[src/rtl/alu_pkg.sv]
// Shared constants for the ALU and its requester arbiter: opcodes, datapath widths, tag type.
package alu_pkg;

  localparam int unsigned ALU_DW   = 64;
  localparam int unsigned ALU_OPW  = 3;
  localparam int unsigned TAG_MAXW = 3;

  localparam logic [ALU_OPW-1:0] OP_ADD = 3'b000;
  localparam logic [ALU_OPW-1:0] OP_SUB = 3'b001;
  localparam logic [ALU_OPW-1:0] OP_XOR = 3'b010;
  localparam logic [ALU_OPW-1:0] OP_AND = 3'b110;
  localparam logic [ALU_OPW-1:0] OP_OR  = 3'b111;

  // Widest requester ID (NREQ up to 8); the arbiter narrows it to $clog2(NREQ).
  typedef logic [TAG_MAXW-1:0] tag_t;

endpackage

[src/rtl/rr_arbiter.sv]
// Combinational round-robin picker: first asserted request at or after ptr, wrapping mod NREQ.
module rr_arbiter #(
  parameter  int unsigned NREQ = 4,
  localparam int unsigned TAGW = $clog2(NREQ)
) (
  input  logic [NREQ-1:0] req,
  input  logic [TAGW-1:0] ptr,
  output logic [NREQ-1:0] gnt,
  output logic [TAGW-1:0] idx,
  output logic            any
);

  localparam logic [TAGW-1:0] Last = TAGW'(NREQ - 1);

  logic [TAGW-1:0] cand;

  always_comb begin
    any  = 1'b0;
    idx  = '0;
    cand = ptr;
    for (int unsigned i = 0; i < NREQ; i++) begin
      if (!any && req[cand]) begin
        any = 1'b1;
        idx = cand;
      end
      cand = (cand == Last) ? '0 : cand + 1'b1;
    end
    gnt = any ? (NREQ'(1) << idx) : '0;
  end

endmodule

[src/rtl/alu_req_arbiter.sv]
// Shares one ALU among NREQ requesters: round-robin issue, tag-routed response.
// Optional ALU_ARB_STATS_EN adds per-requester grant counters and a stall counter.
module alu_req_arbiter
  import alu_pkg::*;
#(
  parameter  int unsigned NREQ = 4,
  parameter  int unsigned DW   = ALU_DW,
  parameter  int unsigned OPW  = ALU_OPW,
  localparam int unsigned TAGW = $clog2(NREQ)
) (
  input  logic                clk,
  input  logic                rst,
  input  logic [NREQ-1:0]     req_valid,
  output logic [NREQ-1:0]     req_ready,
  input  logic [NREQ*DW-1:0]  req_in1,
  input  logic [NREQ*DW-1:0]  req_in2,
  input  logic [NREQ*OPW-1:0] req_op,
  output logic [NREQ-1:0]     rsp_valid,
  input  logic [NREQ-1:0]     rsp_ready,
  output logic [DW-1:0]       rsp_res,
  output logic [DW-1:0]       alu_in1,
  output logic [DW-1:0]       alu_in2,
  output logic [OPW-1:0]      alu_op,
  output logic                alu_in_valid,
  input  logic                alu_in_ready,
  input  logic [DW-1:0]       alu_res,
  input  logic                alu_out_valid,
  output logic                alu_out_ready
`ifdef ALU_ARB_STATS_EN
  ,
  output logic [NREQ*32-1:0]  stat_grants,
  output logic [31:0]         stat_stall
`endif
);

  localparam logic [TAGW-1:0] Last = TAGW'(NREQ - 1);

  logic [TAGW-1:0] rr_ptr_q, tag_q, win_idx;
  logic [NREQ-1:0] win_gnt;
  logic            win_any;
  logic            accept;

  rr_arbiter #(
    .NREQ (NREQ)
  ) u_rr (
    .req (req_valid),
    .ptr (rr_ptr_q),
    .gnt (win_gnt),
    .idx (win_idx),
    .any (win_any)
  );

  assign accept = !rst && win_any && alu_in_ready;

  always_comb begin
    alu_in_valid = !rst && win_any;
    alu_in1      = '0;
    alu_in2      = '0;
    alu_op       = '0;
    if (!rst) begin
      alu_in1 = req_in1[32'(win_idx)*DW +: DW];
      alu_in2 = req_in2[32'(win_idx)*DW +: DW];
      alu_op  = req_op[32'(win_idx)*OPW +: OPW];
    end
    req_ready = accept ? win_gnt : '0;
  end

  // Routing uses the tag of the op currently held in the ALU; a same-cycle accept
  // overwrites the tag on the same edge the ALU result register does.
  always_comb begin
    rsp_valid     = (!rst && alu_out_valid) ? (NREQ'(1) << tag_q) : '0;
    rsp_res       = rst ? '0 : alu_res;
    alu_out_ready = !rst && rsp_ready[tag_q];
  end

  always_ff @(posedge clk) begin
    if (rst) begin
      rr_ptr_q <= '0;
      tag_q    <= '0;
    end else if (accept) begin
      tag_q    <= win_idx;
      rr_ptr_q <= (win_idx == Last) ? '0 : win_idx + 1'b1;
    end
  end

`ifdef ALU_ARB_STATS_EN
  logic [NREQ-1:0][31:0] grants_q;
  logic [31:0]           stall_q;
  logic                  stall;

  assign stall       = (|req_valid) && !alu_in_ready;
  assign stat_grants = grants_q;
  assign stat_stall  = stall_q;

  // Grant counters wrap; the stall counter saturates.
  always_ff @(posedge clk) begin
    if (rst) begin
      grants_q <= '0;
      stall_q  <= '0;
    end else begin
      if (accept) grants_q[win_idx] <= grants_q[win_idx] + 32'd1;
      if (stall && (stall_q != '1)) stall_q <= stall_q + 32'd1;
    end
  end
`endif

endmodule

[config.mk]
export PLATFORM = sky130hd
export DESIGN_NAME = alu_req_arbiter
export DESIGN_NICKNAME = d
export VERILOG_FILES = /design/src/rtl/alu_pkg.sv /design/src/rtl/rr_arbiter.sv /design/src/rtl/alu_req_arbiter.sv
export SDC_FILE = /design/constraint.sdc
export NUM_CORES = 1
export LEC_CHECK = 0
export BUFFER_PORTS_ARGS = -buffer_cell sky130_fd_sc_hd__buf_4
export CORE_AREA = 4 4 308 310
export CTS_BUF_LIST = sky130_fd_sc_hd__clkbuf_4 sky130_fd_sc_hd__clkbuf_8 sky130_fd_sc_hd__clkbuf_16
export CTS_CLUSTER_DIAMETER = 80
export DETAILED_ROUTE_END_ITERATION = 10
export DIE_AREA = 0 0 312 314
export HOLD_SLACK_MARGIN = 0.08
export PLACE_DENSITY = 0.3
export SLEW_MARGIN = 30
export SYNTH_ARGS = -nofsm -noshare
export SYNTH_HDL_FRONTEND = slang
export SYNTH_SLANG_ARGS = --single-unit
[constraint.sdc]
create_clock -name clk -period 7.5 [get_ports clk]
set_input_delay 1.125 -clock clk [delete_from_list [all_inputs] [get_ports clk]]
set_output_delay 1.125 -clock clk [all_outputs]
set_load 0.05 [all_outputs]
Yosys cells after proc, flatten, opt, wreduce, memory -nomap -nowiden
Cells that the tools add are included.
{"block": "totals", "reg_bits": 4, "latch_bits": 0, "mem_bits_rw": 0, "romBits": 0, "inputBits": 600, "output_inout_bits": 205, "word_cells": 61, "n_memories": 0}
{"block": "op_classes", "addsub": 4, "mul": 1, "div": 0, "n_lt_le_gt_ge": 5, "n_eq_ne": 4, "shifts": 5, "muxes": 29, "bitwise": 0, "reduce_logical": 11}
{"operator": "variable part select 256 x 9 -> 64 bit", "n": 2}
{"operator": "2-to-1 mux 64 bit", "n": 3}
{"operator": "2-to-1 mux 2 bit", "n": 8}
{"operator": "less-than comparator 2 x 3 -> 1 bit, second input constant", "n": 5}
{"operator": "2-to-1 mux 4 bit", "n": 3}
{"operator": "variable part select 12 x 5 -> 3 bit", "n": 1}
{"operator": "binary-select mux 1 bit (select 2 bit)", "n": 5}
{"operator": "2-to-1 mux 1 bit", "n": 9}
{"operator": "adder 2 x 1 -> 2 bit, second input constant", "n": 4}
{"operator": "equality test 2 bit, second input constant", "n": 4}
{"operator": "<< shifter 1 x 2 -> 4 bit, first input constant", "n": 2}
{"operator": "logical AND 1 bit", "n": 7}
{"operator": "logical NOT 1 bit", "n": 4}
{"operator": "multiplier 2 x 2 -> 4 bit, second input constant", "n": 1}
{"operator": "2-to-1 mux 3 bit", "n": 1}

Depth between registers and ports, before layout
{"block": "depth", "word_depth": 15, "mapped_depth": 12}

Modules after synthesis
A second synthesis with hierarchy kept.
{"block": "unflattened", "hier_cells": 599, "hier_area_um2": 5149.9}
{"module": "alu_req_arbiter", "instances": 1, "cells_each": 553, "area_each_um2": 4748.3, "seq_area_each_um2": 80.1}
{"module": "rr_arbiter", "instances": 1, "cells_each": 46, "area_each_um2": 401.6, "seq_area_each_um2": 0.0}

Least setup slack after synthesis
Ideal clock, no wire load.
{"block": "synth_timing", "kind": "in2out", "startpoint": "input port req_valid[3]", "endpoint": "output port alu_in1[21]", "arrival_ns": 4.016, "t_required_ns": 6.375, "slack_ns": 2.359, "stages": 9, "n_path_buf": 3, "cell_sequence": "clkbuf_1 mux4_2 a31oi_4 nor2_2 inv_2 buf_2 buf_1 a211oi_1 a311oi_1"}
{"block": "synth_via", "elab_chain_cells": 14}
{"item": "start: declaration", "line_no": "alu_req_arbiter.sv:13", "rtl": "input logic [NREQ-1:0] req_valid,"}
{"item": "binary-select mux 1 bit (select 2 bit)", "line_no": "rr_arbiter.sv:22", "rtl": "if (!any && req[cand]) begin"}
{"item": "2-to-1 mux 1 bit (implied by the code)", "line_no": "rr_arbiter.sv:22"}
{"item": "2-to-1 mux 1 bit", "line_no": "rr_arbiter.sv:22"}
{"item": "logical NOT 1 bit", "line_no": "rr_arbiter.sv:22"}
{"item": "logical AND 1 bit", "line_no": "rr_arbiter.sv:22"}
{"item": "2-to-1 mux 1 bit", "line_no": "rr_arbiter.sv:22"}
{"item": "logical NOT 1 bit", "line_no": "rr_arbiter.sv:22"}
{"item": "logical AND 1 bit", "line_no": "rr_arbiter.sv:22"}
{"item": "2-to-1 mux 1 bit", "line_no": "rr_arbiter.sv:22"}
{"item": "logical NOT 1 bit", "line_no": "rr_arbiter.sv:22"}
{"item": "logical AND 1 bit", "line_no": "rr_arbiter.sv:22"}
{"item": "2-to-1 mux 2 bit *", "line_no": "rr_arbiter.sv:22"}
{"item": "variable part select 256 x 9 -> 64 bit *", "line_no": "alu_req_arbiter.sv:61", "rtl": "alu_in1 = req_in1[32'(win_idx)*DW +: DW];"}
{"item": "2-to-1 mux 64 bit *", "line_no": "alu_req_arbiter.sv:60", "rtl": "if (!rst) begin"}
{"item": "end: declaration", "line_no": "alu_req_arbiter.sv:21", "rtl": "output logic [DW-1:0] alu_in1,"}
Every way passes the cells marked *; elsewhere a longest branch is shown, timed or not. The select of a mux whose other input is x is not followed.

Worst setup path after layout
{"block": "layout_timing", "startpoint": "register rr_ptr_q[0]", "endpoint": "output port alu_in2[10]"}
{"block": "layout_via", "elab_chain_cells": 14}
{"item": "start: declaration", "line_no": "alu_req_arbiter.sv:38", "rtl": "logic [TAGW-1:0] rr_ptr_q, tag_q, win_idx;"}
{"item": "start signal: assignment", "line_no": "alu_req_arbiter.sv:82", "rtl": "rr_ptr_q <= (win_idx == Last) ? '0 : win_idx + 1'b1;"}
{"item": "parallel branches: the longest is 11 deep, another holds adder 2 x 1 -> 2 bit"}
{"item": "2-to-1 mux 2 bit *", "line_no": "rr_arbiter.sv:22"}
{"item": "variable part select 256 x 9 -> 64 bit *", "line_no": "alu_req_arbiter.sv:62", "rtl": "alu_in2 = req_in2[32'(win_idx)*DW +: DW];"}
{"item": "2-to-1 mux 64 bit *", "line_no": "alu_req_arbiter.sv:60"}
{"item": "end: declaration", "line_no": "alu_req_arbiter.sv:22", "rtl": "output logic [DW-1:0] alu_in2,"}
Every way passes the cells marked *. The select of a mux whose other input is x is not followed.

==> impl_results.md <==
- Status: complete, no violations
- Port-buffer cells: 804
- WL met2: 31.5 mm
- Post-Syn Area: 5600 sq um
- WL met1: 24.8 mm
- Worst Skew: roughly 0.0016 ns
- Syn nets: 1519
- Hold Crit Start: tag_q[1]
- Vias: 10.6k
- Yosys top cell area share: 20.5%
- Final wirelength: 62.6 mm
- Largest net degree at the start of global routing: 135
- Slew Limit Fails: 0
- Vias in the first global route: 10.9k
- Synth area leader: a311oi_1
- Gp weighted congestion: 0.859
- Initial DRC count: 636
- Cell variety after synth: 38
- Die width: 312 um
- Post-Place Cells: 2799
- GRT Total Usage: 11.7%
- Setup Buffers After CTS: 0
- Power Density: 325 nW/um^2
- Rows: about 110
- EDFF count, synth: 0
- WL met3: around 4.5 mm
- Final Cell Area: 13000 sq um
- Max FO, Critical Path: between 80 and 90
- Highest routed layer: met5
- Final Cycle Share: between 70% and 80%
- HP Class: reg -> reg
- Synth area leaders: a311oi_1 20%, a211oi_1 18%, nand2_1 18%
- Routed len/inst: 22.3 um
- H-tree depth: 1
- Highest Clock Rate: approximately 190 MHz
- Io pins: a little over 800
- Most used DFF post-synth: dfxtp_1
- Count leader, synth: nand2_1
- Setup tns final: 0 ns
- Setup crit end kind: primary output
- Final-report setup violation count: 0
- Number of buffers created by CTS: 3
- Data required time of the critical path: about 6.4 ns
- Syn Inst Count: ~920
- Via density: 3.78
- Clock buffer depth: 2
- CTS clk-pin slew, worst paths: 0.03 ns
- # nets final: around 2.2k
- First-pass GRT wire length: 84.8 mm
- Clock root buffer: clkbuf_16
- Critical Path AT: 4.24 ns
- Area after DPL: between 10000 and 15000 sq um
- Final hold slack: 0.622 ns
- Top post-synthesis cells by count: 265 x nand2_1, 135 x a211oi_1, 131 x a311oi_1, 131 x nor3b_1, 96 x clkbuf_1
- TritonRoute pass-1 iters: 5
- Critical path launch point type: flip-flop
- Avg Inst Size Synth: 6.10 sq um
- Post-synthesis sequential area ratio: under 10%
- DRC Markers: 0
- Setup CP Type: reg -> out
- Tmin final: 5.37 ns
- Worst R2R Start: rr_ptr_q[0]
- Core area: 91700 sq um
- Initial Util: 6.11%
- Detailed placement HPWL: 51.0 mm
- Worst vdd ir: 0.245 mV
- Final hold violations: 0
- Leakage: 5.54 nW
- Cts repair resizes: 0
- CTS sink count: 4
- RSZ-0062 raised after global routing: false
- Max-Cap Viols: 0
- Synth warn: 0
- CTS tree: yes
- FF+latch count, synth: 4
- Post-route insts no fill: 2806
- Synth-to-Final Area Change: 132%
- Grt ovf: 0
- Slew @ Worst Pin: roughly 0.93 ns
- DIE AREA: roughly 98000 sq um
- Chip Height: 314 um
- Share of layout cells above drive strength 1: slightly above 50%
- Initial antenna violation count: 12
- Skew-Pair Late Insertion Delay: 0.23 ns
- Ys async rst share: 0%
- Antenna Nets Post-Route: 0
- Crit path launch: rr_ptr_q[0]
- CTS hold repair buffers: 0
- Max_slew headroom: 38.0%
[worst max-delay path: stages (launching register included)]
cell,delay (ns)
dfxtp_1,0.61
ha_1,0.45
a211oi_1,0.28
o21ai_0,0.20
a31oi_4,0.36
nor2_4,0.10
inv_8,0.40
buf_12,0.38
a211oi_1,0.13
a311oi_1,0.62
buf_4,0.32
[layout by cell type, fill, tap and decap left out, types with 2 or more instances in the layout]
| master | instances |
|---|---|
| a21oi_1 | 3 |
| nand2_1 | 265 |
| ha_1 | 2 |
| nor4bb_1 | 2 |
| a311oi_1 | 131 |
| diode_2 | 4 |
| dfxtp_1 | 4 |
| clkbuf_16 | 3 |
| nor4b_1 | 2 |
| nor3b_1 | 130 |
| o21ai_0 | 3 |
| buf_12 | 6 |
| mux4_2 | 3 |
| nor2_1 | 8 |
| mux2i_1 | 5 |
| nand2b_1 | 2 |
| buf_4 | 819 |
| a211oi_1 | 134 |
| nor2b_1 | 68 |
| inv_1 | 3 |
[worst paths after layout]
| check | endpoint | depth (start not counted) | slack [ns] |
|---|---|---|---|
| setup / recovery | alu_in2[10] | 10 | 2.13 |
| hold / removal | tag_q[1] | 2 | 0.62 |
| setup reg to reg | rr_ptr_q[0] | 10 | 4.13 |
| hold reg to reg | tag_q[1] | 2 | 0.62 |
[sequential cells by signal, summed over array words and instances, names as in the netlist]
| register | cells |
|---|---|
| rr_ptr_q | 2 |
| tag_q | 2 |
[report_power, final]
| group | switching, mW | internal, mW |
|---|---|---|
| Clock | 0.0188 | 0.0685 |
| Sequential | 0.0146 | 0.0263 |
| Combinational | 2.88 | 1.21 |
[cell type report]
cell class	instances	area, sq um
Fill cell	10700	78700
Sequential cell	4	80.1
Inverter	4	22.5
Tap cell	1186	1480
Antenna cell	4	10.0
Multi-Input combinational cell	779	5010
Clock buffer	3	75.1
Timing Repair Buffer	826	6280
[cells by family (layout without fill, tap and decap cells)]
| group | Yosys count | count (layout) | synth area share [%] |
|---|---|---|---|
| and+or+nand+nor | 488 | 488 | 45.5 |
| AOI/OAI and AO/OA | 281 | 281 | 41.0 |
| buffers and inverters | 134 | 833 | 9.50 |
| muxes | 8 | 8 | 2.10 |
| DFF | 4 | 4 | 1.43 |
| adders and majority gates | 2 | 2 | 0.447 |
| other | 0 | 4 | 0 |
[per-stage QoR]
stage / utilization, % / total power, mW / setup WS [ns]
3_3_place_gp: 14.0 / 4.20 / 2.15
2_1_floorplan: - / 2.69 / 2.36
4_1_cts: 14.1 / 4.28 / 2.15
5_1_grt: 14.1 / 4.47 / 1.90
6_report: 14.1 / 4.21 / 2.13
3_5_place_dp: 14.0 / 4.19 / 2.13
[layer usage]
metal  vias to the layer above  track usage (%)
li1                       4893                -
met1                      5103             13.7
met2                       552             21.3
met3                        59             2.98
met4                        12             3.07
met5                         -                0
Power figures use the tool's default switching activity.
